File: config.mk
export PLATFORM = sky130hd
export DESIGN_NAME = mult_div_unit_flat
export DESIGN_NICKNAME = d
export VERILOG_FILES = /design/src/rtl/mult_div_unit_if.sv /design/src/rtl/mult_div_unit.sv /design/src/flat_wrapper.sv
export SDC_FILE = /design/constraint.sdc
export NUM_CORES = 1
export LEC_CHECK = 0
export ABC_AREA = 0
export CELL_PAD_IN_SITES_DETAIL_PLACEMENT = 1
export CELL_PAD_IN_SITES_GLOBAL_PLACEMENT = 1
export CORE_MARGIN = 3
export CORE_UTILIZATION = 40
export DETAILED_ROUTE_END_ITERATION = 6
export PLACE_DENSITY = 0.91
export SETUP_SLACK_MARGIN = 0.02
export SYNTH_ARGS = -nofsm -noshare
export SYNTH_HDL_FRONTEND = slang
export SYNTH_SLANG_ARGS = --single-unit
File: constraint.sdc
create_clock -name clk -period 6.3 [get_ports clk]
set_input_delay 1.26 -clock clk [delete_from_list [all_inputs] [get_ports clk]]
set_output_delay 1.26 -clock clk [all_outputs]
set_load 0.01 [all_outputs]
File: src/rtl/mult_div_unit_if.sv
// rtl/mult_div_unit_if.sv - request/result bundle between the pipeline and the HI/LO multiply/divide unit
interface mult_div_unit_if #(
    parameter int WIDTH = 32
);
    logic             Start;
    logic [1:0]       Op;
    logic [WIDTH-1:0] SrcA;
    logic [WIDTH-1:0] SrcB;
    logic             HIWE;
    logic             LOWE;
    logic [WIDTH-1:0] WD;
    logic             Busy;
    logic             Done;
    logic [WIDTH-1:0] HI;
    logic [WIDTH-1:0] LO;

    modport master (
        output Start, Op, SrcA, SrcB, HIWE, LOWE, WD,
        input  Busy, Done, HI, LO
    );

    modport slave (
        input  Start, Op, SrcA, SrcB, HIWE, LOWE, WD,
        output Busy, Done, HI, LO
    );
endinterface

File: src/rtl/mult_div_unit.sv
// rtl/mult_div_unit.sv - iterative MULT/MULTU/DIV/DIVU unit with HI/LO registers
module mult_div_unit #(
    parameter int WIDTH = 32
) (
    input logic              clk,
    input logic              reset,
    mult_div_unit_if.slave   bus
);
    localparam int CW = $clog2(WIDTH + 1);

    typedef enum logic [1:0] {S_IDLE, S_CALC, S_SIGN} state_t;

    state_t               state_q, state_d;
    logic [CW-1:0]        count_q, count_d;
    logic [1:0]           op_q, op_d;
    logic [WIDTH-1:0]     a_q, a_d, b_q, b_d;
    logic [WIDTH-1:0]     hi_q, hi_d, lo_q, lo_d;
    logic [2*WIDTH-1:0]   acc_q, acc_d;
    logic                 neg_res_q, neg_res_d, neg_rem_q, neg_rem_d;
    logic                 busy_q, busy_d, done_q, done_d;

    logic                 a_neg, b_neg;
    logic [WIDTH-1:0]     a_mag, b_mag;
    logic [WIDTH:0]       mul_sum, rem_sh, div_diff;
    logic                 div_ok;
    logic [2*WIDTH-1:0]   prod;
    logic [WIDTH-1:0]     q_fin, r_fin;

    // Op[0] set means unsigned, so signs only matter when it is clear.
    assign a_neg    = ~bus.Op[0] & bus.SrcA[WIDTH-1];
    assign b_neg    = ~bus.Op[0] & bus.SrcB[WIDTH-1];
    assign a_mag    = a_neg ? -bus.SrcA : bus.SrcA;
    assign b_mag    = b_neg ? -bus.SrcB : bus.SrcB;

    assign mul_sum  = {1'b0, acc_q[2*WIDTH-1:WIDTH]} + (acc_q[0] ? {1'b0, a_q} : '0);
    assign rem_sh   = {acc_q[2*WIDTH-1:WIDTH], acc_q[WIDTH-1]};
    assign div_diff = rem_sh - {1'b0, b_q};
    assign div_ok   = ~div_diff[WIDTH];

    assign prod     = neg_res_q ? -acc_q : acc_q;
    assign q_fin    = neg_res_q ? -acc_q[WIDTH-1:0] : acc_q[WIDTH-1:0];
    assign r_fin    = neg_rem_q ? -acc_q[2*WIDTH-1:WIDTH] : acc_q[2*WIDTH-1:WIDTH];

    always_comb begin
        state_d   = state_q;
        count_d   = count_q;
        op_d      = op_q;
        a_d       = a_q;
        b_d       = b_q;
        acc_d     = acc_q;
        neg_res_d = neg_res_q;
        neg_rem_d = neg_rem_q;
        hi_d      = hi_q;
        lo_d      = lo_q;
        case (state_q)
            S_IDLE: begin
                if (bus.HIWE) hi_d = bus.WD;
                if (bus.LOWE) lo_d = bus.WD;
                if (bus.Start) begin
                    op_d      = bus.Op;
                    // Divide keeps the raw dividend for the divide-by-zero result.
                    a_d       = bus.Op[1] ? bus.SrcA : a_mag;
                    b_d       = b_mag;
                    acc_d     = bus.Op[1] ? {{WIDTH{1'b0}}, a_mag} : {{WIDTH{1'b0}}, b_mag};
                    neg_res_d = a_neg ^ b_neg;
                    neg_rem_d = a_neg;
                    count_d   = '0;
                    state_d   = S_CALC;
                end
            end
            S_CALC: begin
                count_d = count_q + CW'(1);
                if (op_q[1])
                    acc_d = {(div_ok ? div_diff[WIDTH-1:0] : rem_sh[WIDTH-1:0]),
                             acc_q[WIDTH-2:0], div_ok};
                else
                    acc_d = {mul_sum, acc_q[WIDTH-1:1]};
                if (count_q == CW'(WIDTH - 1)) state_d = S_SIGN;
            end
            S_SIGN: begin
                if (op_q[1]) begin
                    if (b_q == '0) begin
                        hi_d = a_q;
                        lo_d = '1;
                    end else begin
                        hi_d = r_fin;
                        lo_d = q_fin;
                    end
                end else begin
                    hi_d = prod[2*WIDTH-1:WIDTH];
                    lo_d = prod[WIDTH-1:0];
                end
                state_d = S_IDLE;
            end
            default: state_d = S_IDLE;
        endcase
        busy_d = (state_d != S_IDLE);
        done_d = (state_q == S_SIGN);
    end

    always_ff @(posedge clk or posedge reset) begin
        if (reset) begin
            state_q   <= S_IDLE;
            count_q   <= '0;
            op_q      <= '0;
            a_q       <= '0;
            b_q       <= '0;
            acc_q     <= '0;
            neg_res_q <= 1'b0;
            neg_rem_q <= 1'b0;
            hi_q      <= '0;
            lo_q      <= '0;
            busy_q    <= 1'b0;
            done_q    <= 1'b0;
        end else begin
            state_q   <= state_d;
            count_q   <= count_d;
            op_q      <= op_d;
            a_q       <= a_d;
            b_q       <= b_d;
            acc_q     <= acc_d;
            neg_res_q <= neg_res_d;
            neg_rem_q <= neg_rem_d;
            hi_q      <= hi_d;
            lo_q      <= lo_d;
            busy_q    <= busy_d;
            done_q    <= done_d;
        end
    end

    assign bus.Busy = busy_q;
    assign bus.Done = done_q;
    assign bus.HI   = hi_q;
    assign bus.LO   = lo_q;
endmodule
File: src/flat_wrapper.sv
// flat-port wrapper written by rule: the top's interface ports become plain ports
module mult_div_unit_flat 
#(
    parameter int WIDTH = 32
)
  (clk, reset, bus_Start, bus_Op, bus_SrcA, bus_SrcB, bus_HIWE, bus_LOWE, bus_WD, bus_Busy, bus_Done, bus_HI, bus_LO);
  mult_div_unit_if #(.WIDTH(WIDTH)) bus_i ();
  input logic clk;
  input logic reset;
  input wire logic [$bits(bus_i.Start)-1:0] bus_Start;
  input wire logic [$bits(bus_i.Op)-1:0] bus_Op;
  input wire logic [$bits(bus_i.SrcA)-1:0] bus_SrcA;
  input wire logic [$bits(bus_i.SrcB)-1:0] bus_SrcB;
  input wire logic [$bits(bus_i.HIWE)-1:0] bus_HIWE;
  input wire logic [$bits(bus_i.LOWE)-1:0] bus_LOWE;
  input wire logic [$bits(bus_i.WD)-1:0] bus_WD;
  output wire logic [$bits(bus_i.Busy)-1:0] bus_Busy;
  output wire logic [$bits(bus_i.Done)-1:0] bus_Done;
  output wire logic [$bits(bus_i.HI)-1:0] bus_HI;
  output wire logic [$bits(bus_i.LO)-1:0] bus_LO;
  assign bus_i.Start = bus_Start;
  assign bus_i.Op = bus_Op;
  assign bus_i.SrcA = bus_SrcA;
  assign bus_i.SrcB = bus_SrcB;
  assign bus_i.HIWE = bus_HIWE;
  assign bus_i.LOWE = bus_LOWE;
  assign bus_i.WD = bus_WD;
  assign bus_Busy = bus_i.Busy;
  assign bus_Done = bus_i.Done;
  assign bus_HI = bus_i.HI;
  assign bus_LO = bus_i.LO;
  mult_div_unit #(.WIDTH(WIDTH)) u_core (.clk(clk), .reset(reset), .bus(bus_i));
endmodule
==> metrics, run 1 <==
status finished, final reports clean; Max Freq about 230 MHz; gr ovfl total 0; synthesized area roughly 0.017 mm^2; largest net degree at the start of global routing 136; Fin Setup TNS 0 ns; Max clock buf depth 3; global-route wire length before repair around 110,000 um; Post-DRT Antenna Nets 0; Finished Layout Cells between 2,000 and 3,000; Row Count 75; Yosys top cell area share 29.8%; Die Span Y ~210 um; R2R Path Start u_core.acc_q[0]$_DFFE_PP0P_; Core Util, Final between 40% and 50%; Worst Setup Path Type flop to flop; Clock Sink Count between 200 and 250; library cells used by synthesis 75; Seq cells post-synth around 210; Starting Density between 40 and 50%; Final min period 4.43 ns; Port Buf Inserts ~170; Power Density 493 mW/mm^2; Syn Inst Count 2,225; DRC viols 0; number of enable flip-flop cells after synthesis 0; TritonRoute pass-1 iters 5; Worst-Skew Late Latency 0.56 ns; area grow syn2layout 16.4%; R2R setup slack about 1.9 ns; core area around 0.042 mm^2; CP Max Fanout 37; Ys Warns 0; Fillers about 5,100; CP arrival about 4.8 ns; Post CTS Setup Buffer Count 0; vias in the first global route around 18,000; Hold Crit Start u_core.bus.LO[0]$_DFFE_PP0P_; Hold Fails Final Rpt 0; Tot GR Track Use between 30% and 40%; initial DRC count roughly 1,700; CTS Buf Count 26; post-synth top area cell dfrtp_1; post-DR wirelength/cell between 20 and 25 um; final setup violation count 0; Post-DP Area 0.0191 mm^2; routability congestion estimate between 0.9 and 1; multi-input logic area 0.0112 mm^2; Min-Delay Path Class flop to flop; crit start category flop; CTS H-tree lvls 1; Max-Cap Viols 0; Chip Width 213 um; DP Wirelength approximately 53,000 um; via/cell ratio between 6 and 7; Worst-Margin Slew between 1 and 1.5 ns; hold buffers post-CTS 0; most used flip-flop cell after synthesis dfrtp_1; RSZ-0062 raised after global routing no; critical path startpoint u_core.acc_q[0]$_DFFE_PP0P_; final period utilization between 70% and 80%; Seq/Total Area, Yosys about 30%; Nets around 2,500; root buffer cell clkbuf_16; Antenna Diode Count 0; leakage power 8.19 nW; fraction of layout cells with a size suffix above 1 roughly 4.4%; Ports ~170; Slew HR around an eighth; Area contributors post-synth dfrtp_1, o21ai_0, xnor2_1, nand2_1, ha_1; initial antenna violation count 4; Worst-path clk slew 0.06 ns; Mapped Nets 2,399; WP data required 6.70 ns; CTS tree built; Clock Skews ~0.028 ns; Die ar. roughly 0.046 mm^2; placed insts 2,791; Seq. cell area a little over 0.005 mm^2; asr flop ratio synth 100%; Setup crit end kind flop; Post-CTS Resized 0; Mean Syn Cell Area about 7.7 um^2; via count between 15,000 and 20,000; wirelength, routed 70,200 um; pins over their slew limit 0; VDD IR max 0.282 mV; final instance area roughly 0.020 mm^2
==> through the flow <==
step / hold slack [ns] / setup slack [ns] / power (mW)
floorplan: 0.439 / 2.24 / 6.20
global placement: 0.451 / 1.63 / 7.82
detailed placement: 0.474 / 1.50 / 8.10
CTS: 0.490 / 1.99 / 9.78
global route: 0.510 / 1.36 / 10.5
finish: 0.487 / 1.87 / 9.88
==> cell families (layout without fill, tap and decap cells) <==
family | Yosys count | in the layout | synth area share, %
AND/OR/NAND/NOR | 721 | 721 | 19.8
AO/OA/AOI/OAI | 705 | 705 | 24.4
XOR/XNOR | 227 | 227 | 11.6
buffers and inverters | 225 | 297 | 5.03
flip-flops | 205 | 205 | 29.8
adder cells (fa/ha/maj) | 71 | 71 | 5.25
multiplexers | 71 | 71 | 4.14
==> power breakdown <==
group	switching, mW	total [mW]	internal [mW]
Sequential	0.923	2.69	1.77
Combinational	3.24	5.57	2.33
Clock	0.632	1.62	0.989
Total	4.80	9.88	5.09
==> worst max-delay path, cell delays in order (launching register included) <==
cell and delay, ns:
dfrtp_1 1.05, nand2_1 0.24, inv_1 0.12, ha_1 0.24, a211oi_1 0.30, o211ai_1 0.13, a221oi_1 0.49, o21ai_0 0.32
a21oi_1 0.53, nor2_1 0.16, or4_1 0.44, a21oi_1 0.17, o31ai_1 0.08
==> layout make-up <==
| class | instances | area share, % |
|---|---|---|
| multi-input combinational | 1795 | 56.1 |
| sequential | 205 | 25.6 |
| timing repair buffer | 187 | 9.14 |
| clock buffer | 35 | 3.72 |
| tap | 539 | 3.37 |
| inverter | 65 | 1.24 |
| clock inverter | 10 | 0.837 |
==> cell usage in the layout (no fill, tap or decap), types with 41 or more instances in the layout <==
master / instances
xor2_1: 93
mux2i_1: 70
inv_1: 61
and2_1: 41
nor2_1: 192
o22ai_1: 53
ha_1: 69
a21oi_1: 166
o21ai_0: 275
dfrtp_1: 203
nand2_1: 268
clkdlybuf4s50_1: 167
xnor2_1: 134
==> path summary, 6_finish.rpt <==
check | to | cells past startpoint
max | u_core.acc_q[58]$_DFFE_PP0P_ | 12
min | u_core.bus.LO[0]$_DFFE_PP0P_ | 2
max reg2reg | u_core.acc_q[58]$_DFFE_PP0P_ | 12
min reg2reg | u_core.bus.LO[0]$_DFFE_PP0P_ | 2
max in group asynchronous | u_core.acc_q[5]$_DFFE_PP0P_ | 3
min in group asynchronous | u_core.bus.LO[26]$_DFFE_PP0P_ | 3
==> synth_stat cells (5+ instances only) <==
master	instances
o21ai_0	275
nand2_1	268
dfrtp_1	205
nor2_1	193
a21oi_1	166
clkbuf_1	142
xnor2_1	134
xor2_1	93
mux2i_1	70
ha_1	69
inv_1	63
o22ai_1	53
and2_1	41
nor3_1	35
a21o_1	32
nand3_1	26
nor4_1	24
o31ai_1	24
a22oi_1	21
or3_1	19
nand2b_1	18
or4_1	17
nand4_1	16
o41ai_1	16
nor2b_1	15
o211ai_1	15
or2_2	14
a211oi_1	12
o221ai_1	12
a31oi_1	11
o21bai_1	10
buf_2	9
and3_1	8
a21boi_0	7
buf_1	7
o21a_1	7
a221oi_1	5
o21ai_1	5
==> flip-flops by register name, indices dropped and copies added (netlist names) <==
name and count:
u_core.a_q 32, u_core.bus.HI 32, u_core.neg_res_q 1, u_core.bus.Busy 1
u_core.count_q 6, u_core.bus.LO 32, u_core.op_q 1, u_core.state_q 2
u_core.bus.Done 1, u_core.acc_q 64, u_core.b_q 32, u_core.neg_rem_q 1
==> per-layer routing <==
metal	vias to the layer above	part of all wire [%]	GRT usage [%]
met5	-	0.060	0
met4	6	5.3	14.0
met3	205	6.9	3.99
met2	725	46	49.0
met1	8903	42	40.1
li1	8011	-	-
No activity file was read; power rests on OpenSTA's default activity.
==> run 2: changes to the inputs <==
clock period = 3.8 ns   (was 6.3 ns; I/O delays follow)
==> run 2 against run 1 <==
  * Cell count up 3.4%
  * Sequential share of layout area decreased by 0.93 points
  * Die area did not move
  * Critical path depth stayed put
  * Combinational power up 85%
  * Utilization rose by 1.8 points
  * First-iteration DRC count decreased by 1.9%
  * Clock skew shrank 0.013 ns
  * Non-clock buffer count increased by 96
  * Count of clock-buffer cells in the layout fell by 6
  * Fmax rose by 23%
  * Critical path type unchanged
  * Largest power group unchanged
==> metrics, run 2 (synthesis results as in run 1) <==
status finished, final reports clean; max reg flops 64 (unchanged); Hold Crit Depth 1 (-1); Worst Setup Path Type flop to flop; DRC viols 0 (unchanged); global-route wire length before repair 111,000 um (+3.5%); Die Span Y 213 um (unchanged); routability congestion estimate 0.980 (+1.8%); gr ovfl total 0 (unchanged); initial antenna violation count 3 (-1); r2r endpoint u_core.acc_q[32]$_DFFE_PP0P_; pins over their slew limit 0 (unchanged); Tot GR Track Use 31.3% (+1.2 points); Post-DRT Antenna Nets 0 (unchanged); R2R Path Start u_core.b_q[21]$_DFFE_PP0P_; core area 0.0422 mm^2 (unchanged); crit start category flop; Row Count 75 (unchanged); most frequent cells in the layout o21ai_0, nand2_1, dfrtp_1, nor2_1, clkdlybuf4s50_1; vias in the first global route 19,043 (+3.7%); largest net degree at the start of global routing 93 (-32%); final period utilization 94.6% (+24 points); Die ar. 0.0455 mm^2 (unchanged); Finished Layout Cells 2,932 (+3.4%); placed insts 2,887 (+3.4%); Post-DP Area 0.0199 mm^2 (+4.0%); R2R cell count 12 (unchanged); CTS Buf Count 24 (-7.7%); leakage power 8.63 nW (+5.4%); root buffer cell clkbuf_16; critical path startpoint u_core.b_q[21]$_DFFE_PP0P_; multi-input logic area 0.0113 mm^2 (+0.33%); switching portion of total power 48.5% (about the same); TritonRoute pass-1 iters 6 (+1); final setup violation count 0 (unchanged); area grow syn2layout 20.8%; Slew HR 15.7% (+2.7 points); commonest non-fill, non-tap cell in the layout o21ai_0; Power Density 814 mW/mm^2 (+65%); Worst-Skew Late Latency 0.54 ns (-0.02 ns); final instance area 0.0208 mm^2 (+3.8%); Final Worst Setup Slack 0.206 ns (-1.67 ns); WP data required 4.17 ns (-2.53 ns); Port Buf Inserts 168 (unchanged); CP arrival 3.97 ns (-0.86 ns); clock share of power 15.1% (-1.3 points); Placement Setup Slack -0.328 ns (-1.83 ns); Worst-Margin Slew 1.26 ns (-0.0374 ns); post-DR wirelength/cell 24.9 um (+0.82%); Top reg by flops u_core.acc_q; DP Wirelength 56,500 um (+6.9%); worst hold margin 0.475 ns (-0.0122 ns); Post CTS Setup Buffer Count 0 (unchanged); Worst-path clk slew 0.06 ns (about the same); hold buffers post-CTS 0 (unchanged); via count 18,296 (+2.5%); Hold Crit Start u_core.count_q[5]$_DFFE_PP0P_; CTS H-tree lvls 1 (unchanged); internal power 8.70 mW (+71%); via/cell ratio 6.24 (-0.86%); Starting Density 40.7% (unchanged); Nets 2,548 (+3.8%); Final min period 3.59 ns (-0.835 ns); CP Max Fanout 15 (-59%); wirelength, routed 73,100 um (+4.2%); Max-Cap Viols 0 (unchanged); Clock Skews 0.0154 ns (-0.0125 ns); Chip Width 213 um (unchanged); R2R setup slack 0.21 ns (-1.67 ns); Fillers 5,142 (+0.097%); fraction of layout cells with a size suffix above 1 8.53% (+4.2 points); hold path endpoint u_core.count_q[5]$_DFFE_PP0P_; Clock Sink Count 205 (unchanged); Setup crit end kind flop; combinational power share 60.7% (+4.4 points); Seq. cell area 0.00513 mm^2 (unchanged); CTS tree built; Ports 169 (unchanged); Max Freq 278 MHz (+23%); Max clock buf depth 3 (unchanged); Hold Fails Final Rpt 0 (unchanged); initial DRC count 1,666 (-1.9%); share of power burned in registers 24.2% (-3.1 points); P_sw 8.21 mW (+71%); VDD IR max 0.331 mV (+17%); RSZ-0062 raised after global routing no; Min-Delay Path Class flop to flop
-- run 2: cell count changes in the layout (fill, tap and decap cells not counted), sizes merged --
cell,change
clkinv,+2
buf,+96
clkinvlp,+3
diode,+1
clkbuf,-6
-- run 2: area by class of cell --
class                           count  area share, %
Multi-Input combinational cell   1795           54.2
Sequential cell                   205           24.7
Timing Repair Buffer              283           12.5
Tap cell                          539           3.24
Clock buffer                       29           3.12
Inverter                           65           1.19
Clock inverter                     15          0.999
Antenna cell                        1         0.0120
-- run 2: worst max path at each step --
stage	to	slack, ns	cells past startpoint
after floorplan	u_core.acc_q[28]$_DFFE_PP0P_	0.24	12
after global placement	u_core.acc_q[28]$_DFFE_PP0P_	-0.22	12
after detailed placement	u_core.acc_q[28]$_DFFE_PP0P_	-0.33	12
after CTS	u_core.acc_q[32]$_DFFE_PP0P_	0.10	12
after global routing	u_core.bus.HI[30]$_DFFE_PP0P_	0.03	10
final	u_core.acc_q[32]$_DFFE_PP0P_	0.21	12
-- run 2: worst max-delay path, cell delays in order (launching register included) --
cell and delay [ns]:
dfrtp_1 0.38, inv_1 0.20, ha_1 0.38, a21oi_2 0.26
o211ai_1 0.14, a21bo_2 0.24, a41oi_1 0.37, o21ai_1 0.22
or3_1 0.36, and2_2 0.29, buf_12 0.19, o21ai_0 0.21
o221ai_1 0.16
-- run 2: repair_timing --
item / in CTS / in global routing
endpoints found under the setup margin: 1 / 16
resized for setup: 1 / 12
cloned: 0 / 0
-- run 2: power by group through the flow --
stage | combinational [mW] | sequential [mW] | clock [mW]
floorplan | 6.68 | 3.60 | 0
global placement | 9.46 | 3.98 | 0
detailed placement | 9.93 | 4.06 | 0
CTS | 10.1 | 4.04 | 2.56
global route | 11.1 | 4.15 | 2.66
finish | 10.3 | 4.09 | 2.55
-- run 2: metal layers --
layer / track usage (%) / up-vias / share of wire [%]
met5: 0 / - / 0
met4: 13.3 / 0 / 5.1
met3: 4.01 / 208 / 6.9
met2: 52.4 / 789 / 47
met1: 41.0 / 9110 / 41
li1: - / 8189 / -
-- run 2: per-stage QoR --
stage	total power [mW]	TNS [ns]	util, %
final	16.9	0	49.2
after global routing	17.9	0	49.2
after CTS	16.7	0	49.1
after detailed placement	14.0	-2.01	47.1
after global placement	13.4	-0.786	47.1
after floorplan	10.3	0	-
==> run 3: changes to the inputs <==
CELL_PAD_IN_SITES_DETAIL_PLACEMENT = default   (was 1)
CELL_PAD_IN_SITES_GLOBAL_PLACEMENT = default   (was 1)
CORE_UTILIZATION = 53   (was 40)
PLACE_DENSITY = default   (was 0.91)
PLACE_DENSITY_LB_ADDON = 0.1   (was default)
==> run 3 against run 2 <==
  * Via count fell by 4.3%
  * Design area fell by 0.78%
  * Non-clock buffer count grew 5
  * Worst setup slack got worse by 0.062 ns
  * Sequential cell count stayed put
  * Global-route usage is 3.8 points higher
  * Count of clock-buffer cells in the layout fell by 2
  * Cell count is 3.4% lower
  * Sequential share of layout area increased by 0.19 points
  * Clock skew is 0.0065 ns higher
  * Critical path type unchanged
  * Critical endpoint is now u_core.acc_q[56]$_DFFE_PP0P_
==> metrics, run 3 (synthesis results as in run 1) <==
status finished, final reports clean; Max clock buf depth 3 (unchanged); Top reg by flops u_core.acc_q; Clock Sink Count 205 (unchanged); commonest non-fill, non-tap cell in the layout o21ai_0; most frequent cells in the layout o21ai_0, nand2_1, dfrtp_1, nor2_1, clkdlybuf4s50_1; vias in the first global route 16,523 (-13%); WP data required 4.23 ns (+0.06 ns); CTS Buf Count 24 (unchanged); Max Freq 273 MHz (-1.7%); TritonRoute pass-1 iters 6 (unchanged); CP max stage cell a2111oi_0; crit start category flop; final instance area 0.0206 mm^2 (-0.78%); Hold Crit Depth 1 (unchanged); largest net degree at the start of global routing 98 (+5.4%); hold path endpoint u_core.count_q[5]$_DFFE_PP0P_; via count 17,502 (-4.3%); Starting Density 54.1% (+13 points); Clock Skews 0.0219 ns (+0.00654 ns); wirelength, routed 62,400 um (-15%); max reg flops 64 (unchanged); Chip Width 186 um (-13%); most used cell, CP o211ai_1; Post CTS Setup Buffer Count 0 (unchanged); CP top delay family compound AO/OA/AOI/OAI gates; hold buffers post-CTS 0 (unchanged); CP arrival 4.08 ns (+0.11 ns); Hold Crit Start u_core.count_q[5]$_DFFE_PP0P_; DP Wirelength 48,800 um (-14%); Fin Setup TNS 0 ns (unchanged); Die ar. 0.0347 mm^2 (-24%); R2R Path Start u_core.b_q[0]$_DFFE_PP0P_; pins over their slew limit 0 (unchanged); Tot GR Track Use 35.1% (+3.8 points); Core Util, Final 64.9% (+16 points); Die Span Y 186 um (-13%); worst hold margin 0.475 ns (+0.000442 ns); root buffer cell clkbuf_16; Row Count 65 (-13%); R2R setup slack 0.14 ns (-0.06 ns); Worst-Margin Slew 1.22 ns (-0.0470 ns); Power Density 785 mW/mm^2 (-3.6%); CP Buf/Inv Count 1 (-1); leakage power 8.64 nW (+0.16%); initial DRC count 1,767 (+6.1%); DRC viols 0 (unchanged); r2r endpoint u_core.acc_q[56]$_DFFE_PP0P_; core area 0.0318 mm^2 (-25%); Worst-Skew Late Latency 0.54 ns (about the same); VDD IR max 0.516 mV (+56%); Post-DRT Antenna Nets 0 (unchanged); Ports 169 (unchanged); CTS tree built; Worst Setup Path Type flop to flop; Slew HR 18.9% (+3.1 points); Finished Layout Cells 2,833 (-3.4%); global-route wire length before repair 94,100 um (-15%); final period utilization 96.2% (+1.6 points); Max-Cap Viols 0 (unchanged); routability congestion estimate 1.01 (+3.2%); Worst-path clk slew 0.07 ns (about the same); fraction of layout cells with a size suffix above 1 8.64% (+0.11 points); post-DR wirelength/cell 22.0 um (-12%); crit-path max cell delay 0.62 ns (+0.24 ns); placed insts 2,788 (-3.4%); Hold Fails Final Rpt 0 (unchanged); R2R cell count 12 (unchanged); Post-DP Area 0.0198 mm^2 (-0.40%); Final min period 3.66 ns (+0.0622 ns); Setup crit end kind flop; Nets 2,553 (+0.20%); CP Max Fanout 4 (-11); CTS H-tree lvls 1 (unchanged); area grow syn2layout 19.9%; via/cell ratio 6.18 (-1.0%); initial antenna violation count 2 (-1); Port Buf Inserts 168 (unchanged); RSZ-0062 raised after global routing no; crit path cell chain ha_1 -> fa_1 -> nor2b_1 -> o211ai_1 -> a211oi_1 -> o21ai_0 -> buf_4 -> a2111oi_0 -> nor2_1 -> xnor2_1 -> mux2i_1 -> o211ai_1; gr ovfl total 0 (unchanged); final setup violation count 0 (unchanged); Min-Delay Path Class flop to flop
==> run 3: cell count changes in the layout (fill, tap and decap cells not counted), sizes merged <==
cell and delta:
clkinvlp -1, buf +5, clkinv +4, clkbuf -2
inv +2, bufinv -3
==> run 3: how the worst max path moves through the flow <==
stage | start | endpoint | slack, ns | cells after the start
2_1_floorplan | bus_SrcA[0] | u_core.acc_q[28]$_DFFE_PP0P_ | 0.24 | 12
3_3_place_gp | bus_SrcA[0] | u_core.acc_q[28]$_DFFE_PP0P_ | -0.15 | 12
3_5_place_dp | bus_SrcA[1] | u_core.acc_q[28]$_DFFE_PP0P_ | -0.24 | 12
4_1_cts | u_core.b_q[0]$_DFFE_PP0P_ | u_core.acc_q[62]$_DFFE_PP0P_ | 0.08 | 14
5_1_grt | u_core.b_q[0]$_DFFE_PP0P_ | u_core.acc_q[56]$_DFFE_PP0P_ | 0.02 | 12
6_report | u_core.b_q[0]$_DFFE_PP0P_ | u_core.acc_q[56]$_DFFE_PP0P_ | 0.14 | 12
==> run 3: where the power goes <==
part,leakage [nW],internal [mW],switching (mW)
clock network,0.389,1.30,1.01
logic,5.76,4.25,5.66
registers,2.50,2.95,1.02
==> run 3: what timing repair did <==
action | in CTS | in global routing
setup endpoints to repair | 0 | 13
gates resized for setup | 0 | 7
hold endpoints to repair | 0 | 0
==> run 3: layout make-up <==
class                           instances  area, um^2
Sequential cell                       205        5130
Clock buffer                           27         642
Tap cell                              435         544
Clock inverter                         17         146
Multi-Input combinational cell       1795       11300
Fill cell                            2777       11200
Inverter                               65         248
Timing Repair Buffer                  288        2650
Antenna cell                            1        2.50
==> run 3: routing by layer <==
| layer | global-route usage (%) | share of wire (%) | vias to the layer above |
|---|---|---|---|
| li1 | - | - | 8228 |
| met1 | 48.0 | 42 | 8367 |
| met2 | 55.8 | 45 | 757 |
| met3 | 6.30 | 8.2 | 148 |
| met4 | 13.7 | 4.8 | 2 |
| met5 | 0 | 0.013 | - |
==> run 3: per-stage QoR <==
stage                     worst slack (ns)  total power, mW
after global routing                0.0239             17.3
after global placement              -0.154             13.4
after detailed placement            -0.237             13.6
final                                0.143             16.2
after CTS                           0.0783             15.9
after floorplan                      0.239             10.3
